==> src/rtl/sha256_target_check.sv <==
// Tags in-order SHA-256 digests with nonces, compares each against the job target and
// queues hits in a FWFT FIFO. Define SHA_CHECK_STOP_ON_HIT_EN to halt after the first hit.
module sha256_target_check #(
  parameter int FIFO_DEPTH = 4,
  parameter int NONCE_W    = 32
) (
  input  logic               CLK,
  input  logic               RST,
  input  logic               job_load,
  input  logic [NONCE_W-1:0] job_nonce_base,
  input  logic [255:0]       job_target,
  input  logic [255:0]       digest_in,
  input  logic               digest_valid,
  output logic [NONCE_W-1:0] found_nonce,
  output logic               found_valid,
  input  logic               found_ready,
  output logic               running,
  output logic               overflow,
  output logic               nonce_wrap
);
  localparam int AW = $clog2(FIFO_DEPTH);

  // state | meaning
  // IDLE  | no job loaded, digests ignored
  // RUN   | tagging and comparing digests
  // HALT  | stopped after first hit, waits for job_load (SHA_CHECK_STOP_ON_HIT_EN)
  typedef enum logic [1:0] {
    IDLE = 2'd0,
    RUN  = 2'd1,
    HALT = 2'd2
  } state_t;

  state_t state_q, state_d;

  logic [NONCE_W-1:0] next_nonce;
  logic [255:0]       target_reg;
  logic [255:0]       hash_swap;
  logic               s1_valid, s2_valid, s2_hit;
  logic [255:0]       s1_hash;
  logic [NONCE_W-1:0] s1_nonce, s2_nonce;

  logic [NONCE_W-1:0] mem [FIFO_DEPTH];
  logic [AW-1:0]      wr_ptr, rd_ptr;
  logic [AW:0]        count;
  logic [NONCE_W-1:0] last_nonce;

  logic push_req, pop, full, do_push, halt_now, accept;

  always_comb begin
    hash_swap = '0;
    for (int i = 0; i < 32; i++) begin
      hash_swap[255-8*i -: 8] = digest_in[8*i +: 8];
    end
  end

  // a reload discards whatever is still in flight, including the stage-2 entry
  assign push_req = s2_valid & s2_hit & ~job_load;
  assign found_valid = (count != '0);
  assign pop = found_valid & found_ready;
  assign full = (count == (AW+1)'(FIFO_DEPTH));
  assign do_push = push_req & (~full | pop);

`ifdef SHA_CHECK_STOP_ON_HIT_EN
  assign halt_now = (state_q == RUN) & push_req;
`else
  assign halt_now = 1'b0;
`endif

  assign accept  = (state_q == RUN) & digest_valid & ~job_load & ~halt_now;
  assign running = (state_q == RUN);
  assign found_nonce = found_valid ? mem[rd_ptr] : last_nonce;

  always_comb begin
    state_d = state_q;
    unique case (state_q)
      IDLE: if (job_load) state_d = RUN;
      RUN: begin
        if (job_load)      state_d = RUN;
        else if (halt_now) state_d = HALT;
      end
      HALT: if (job_load) state_d = RUN;
      default: state_d = IDLE;
    endcase
  end

  always_ff @(posedge CLK) begin
    if (RST) begin
      state_q    <= IDLE;
      next_nonce <= '0;
      target_reg <= '0;
      s1_valid   <= 1'b0;
      s1_hash    <= '0;
      s1_nonce   <= '0;
      s2_valid   <= 1'b0;
      s2_hit     <= 1'b0;
      s2_nonce   <= '0;
      overflow   <= 1'b0;
      nonce_wrap <= 1'b0;
      wr_ptr     <= '0;
      rd_ptr     <= '0;
      count      <= '0;
      last_nonce <= '0;
    end else begin
      state_q  <= state_d;
      s1_valid <= accept;
      s2_valid <= s1_valid & ~job_load & ~halt_now;
      s2_hit   <= (s1_hash <= target_reg);
      s2_nonce <= s1_nonce;
      if (accept) begin
        s1_hash  <= hash_swap;
        s1_nonce <= next_nonce;
      end

      if (job_load) begin
        next_nonce <= job_nonce_base;
        target_reg <= job_target;
        overflow   <= 1'b0;
        nonce_wrap <= 1'b0;
      end else begin
        if (accept) begin
          next_nonce <= next_nonce + 1'b1;
          if (&next_nonce) nonce_wrap <= 1'b1;
        end
        if (push_req & full & ~pop) overflow <= 1'b1;
      end

      if (do_push) wr_ptr <= wr_ptr + 1'b1;
      if (pop) begin
        rd_ptr     <= rd_ptr + 1'b1;
        last_nonce <= mem[rd_ptr];
      end
      unique case ({do_push, pop})
        2'b10:   count <= count + 1'b1;
        2'b01:   count <= count - 1'b1;
        default: count <= count;
      endcase
    end
  end

  always_ff @(posedge CLK) begin
    if (do_push) mem[wr_ptr] <= s2_nonce;
  end

endmodule

==> config.mk <==
export PLATFORM = sky130hd
export DESIGN_NAME = sha256_target_check
export DESIGN_NICKNAME = d
export VERILOG_FILES = /design/src/rtl/sha256_target_check.sv
export SDC_FILE = /design/constraint.sdc
export NUM_CORES = 2
export LEC_CHECK = 0
export CORE_MARGIN = 2
export CORE_UTILIZATION = 55
export DETAILED_ROUTE_END_ITERATION = 8
export PLACE_DENSITY_LB_ADDON = 0.2
export SYNTH_ARGS = -nofsm -noshare
export SYNTH_HDL_FRONTEND = slang
export SYNTH_SLANG_ARGS = --single-unit
==> constraint.sdc <==
create_clock -name CLK -period 6.8 [get_ports CLK]
set_input_delay 0.68 -clock CLK [delete_from_list [all_inputs] [get_ports CLK]]
set_output_delay 0.68 -clock CLK [all_outputs]
set_load 0.02 [all_outputs]
==> flow_summary.json <==
{
  "final_hold_viol_count": 0,
  "min_to": "last_nonce[26]",
  "row_count": 91,
  "cp.arrival_ps": 3010,
  "synth.most_common_cell": "nand2_1",
  "overflow": 0,
  "synth_edf_count": 128,
  "r2r_slack_ps": 3530,
  "start_util_pct": 55.6,
  "drc": 0,
  "seq_area_um2": 17000,
  "p_per_area_nw_per_um2": 275,
  "tns_ps": 0,
  "synthToLayoutAreaGrowth_pct": 27.3,
  "cts_tree": "yes",
  "yosysTopAreaCell": "dfxtp_1",
  "numCtsBuffers": 81,
  "vdd_drop_max_uv": 227,
  "final_util_pct": 70.7,
  "port_buffers": 584,
  "die_w_um": 254,
  "setup_violations": 0,
  "synth_commonest_cells": "nand2_1, dfxtp_1, a21oi_1, nor2_1, inv_1",
  "hold_buffers": 0,
  "first_pass_iters": 5,
  "worst_skew_pair.late_latency_ps": 630,
  "grt_pass1_wl_um": 139000,
  "cts_root_buf": "clkbuf_16",
  "drive_above_1_share_pct": 5.67,
  "final.period_utilization_pct": 54.3,
  "rr_worst_depth": 10,
  "pwr-share-clk_pct": 39.1,
  "min_path_type": "reg -> reg",
  "finalNetCount": 4941,
  "p_seq_share_pct": 42.1,
  "drt_iter0_markers": 1599,
  "cts_setup_buffers": 0,
  "io-pin-count": 585,
  "max_freq_mhz": 271,
  "multi_input_area_um2": 15500,
  "cap_violations": 0,
  "viasPerCell": 5.25,
  "clk_path_buf_depth": 3,
  "globalRouteTotalUtil_pct": 27.5,
  "cp_max_fo": 32,
  "cts_max_level": 3,
  "worstHoldStart": "last_nonce[26]",
  "report.final.slew_viol_count": 0,
  "hold_path_depth": 2,
  "core_um2": 61600,
  "hpwlAfterDp_um": 62700,
  "r2r-start": "target_reg[249]",
  "cts.sinks": 783,
  "clk_pin_slew_ps": 60,
  "synth_area_leaders": "dfxtp_1, edfxtp_1, ha_1",
  "ys_warn_count": 0,
  "cts_resized": 0,
  "routabilityCongestion": 0.887,
  "die_h_um": 254,
  "synth.distinct_cells": 59,
  "power_switching_mw": 3.12,
  "postSynthAreaPerCell_um2": 9.43,
  "p_leak_nw": 17.4,
  "synth_ff_type": "dfxtp_1",
  "worst_r2r_endpoint": "s2_hit",
  "internal_power_mw": 8.89,
  "synth_seq_area_share_pct": 49.5,
  "worst_slew_pin_slew_ps": 1050,
  "synth_area_um2": 34200,
  "layout_min_cycle_time_ps": 3690,
  "whs_ps": 450,
  "grt_start_max_net_pins": 211,
  "antenna_found_initial": 47,
  "clock_skew_ps": 29.7,
  "fillers": 4732,
  "p_sw_share_pct": 26.0,
  "synthCells": 3631,
  "syn_nets": 4442,
  "rsz0062_at_grt": "false",
  "die_area_um2": 64300,
  "ys_ff_latch": 783,
  "wl_per_cell_um": 17.9,
  "drt_wl_total_um": 90700,
  "slew_headroom_pct": 28.2,
  "dr_total_vias": 26595,
  "run_status": "finished, final reports clean",
  "instances_no_fill": 5063,
  "yosysTopAreaCellShare_pct": 38.3,
  "grt_pass1_vias": 25908,
  "cp-start-kind": "register",
  "placedCellCount": 4884,
  "antenna_left": 0,
  "p_comb_share_pct": 18.8,
  "async_flop_share_pct": 0,
  "end_kind": "output port",
  "critical_path_class": "reg -> out",
  "critPathRequiredTime_ps": 6120
}
## per-stage QoR
stage	power, mW	setup slack (ps)	area, um2
final	12.0	3110	43600
after global routing	12.5	2960	43600
after CTS	12.1	3020	43500
after detailed placement	7.40	3360	40600
after global placement	7.36	3430	40600
after floorplan	6.44	4130	34200
## worst max-delay path, cell delays in order, from the launching register on
cell             delay [ps]
dfxtp_2                 330
buf_4                   540
mux4_2                  630
mux2_2                  280
clkdlybuf4s50_1         590
## metal layers
layer	track usage (%)	part of all wire, %
met1	32.5	40
met2	46.1	48
met3	7.58	6.9
met4	13.7	4.4
met5	0	0.30
## kinds of logic after synthesis
group,after synthesis,share of synthesized area (%)
buffers and inverters,457,5.10
AO/OA/AOI/OAI,566,9.23
flip-flops,783,49.5
XOR/XNOR,29,0.742
multiplexers,329,10.9
AND/OR/NAND/NOR,1205,14.9
adder cells (fa/ha/maj),262,9.60
## cell type report
| cell class | instances | area share, % |
|---|---|---|
| clock inverters | 36 | 1.20 |
| repair buffers | 602 | 13.9 |
| inverters | 271 | 2.33 |
| diodes | 29 | 0.167 |
| flip-flops and latches | 783 | 38.9 |
| clock buffers | 114 | 5.38 |
| multi-input cells | 2391 | 35.7 |
| well taps | 837 | 2.40 |
## power groups by stage
stage / clock (mW) / combinational [mW] / sequential (mW)
final: 4.69 / 2.26 / 5.05
after global routing: 4.96 / 2.44 / 5.07
after CTS: 4.77 / 2.28 / 5.05
after detailed placement: 0 / 2.25 / 5.15
after global placement: 0 / 2.22 / 5.14
after floorplan: 0 / 1.33 / 5.11
## worst max path at each step
| stage | to | slack, ps | start | depth (start not counted) |
|---|---|---|---|---|
| 6_report | found_nonce[29] | 3110 | register | 4 |
| 3_5_place_dp | s1_hash[56] | 3360 | job_load | 6 |
| 2_1_floorplan | mem[0][0] | 4130 | job_load | 4 |
| 5_1_grt | found_nonce[30] | 2960 | register | 4 |
| 4_1_cts | found_nonce[30] | 3020 | register | 4 |
| 3_3_place_gp | s1_hash[40] | 3430 | job_load | 6 |
## cells in the final DEF (no fill, tap or decap), drive strengths merged, types with 44 or more instances in the layout
cell type / n
nor2: 348
nand3: 44
nand2: 657
clkdlybuf4s50: 582
ha: 261
edfxtp: 128
a21oi: 419
dfxtp: 655
mux2i: 265
inv: 273
nand4: 54
clkbuf: 114
(Power assumes the default switching activity.)
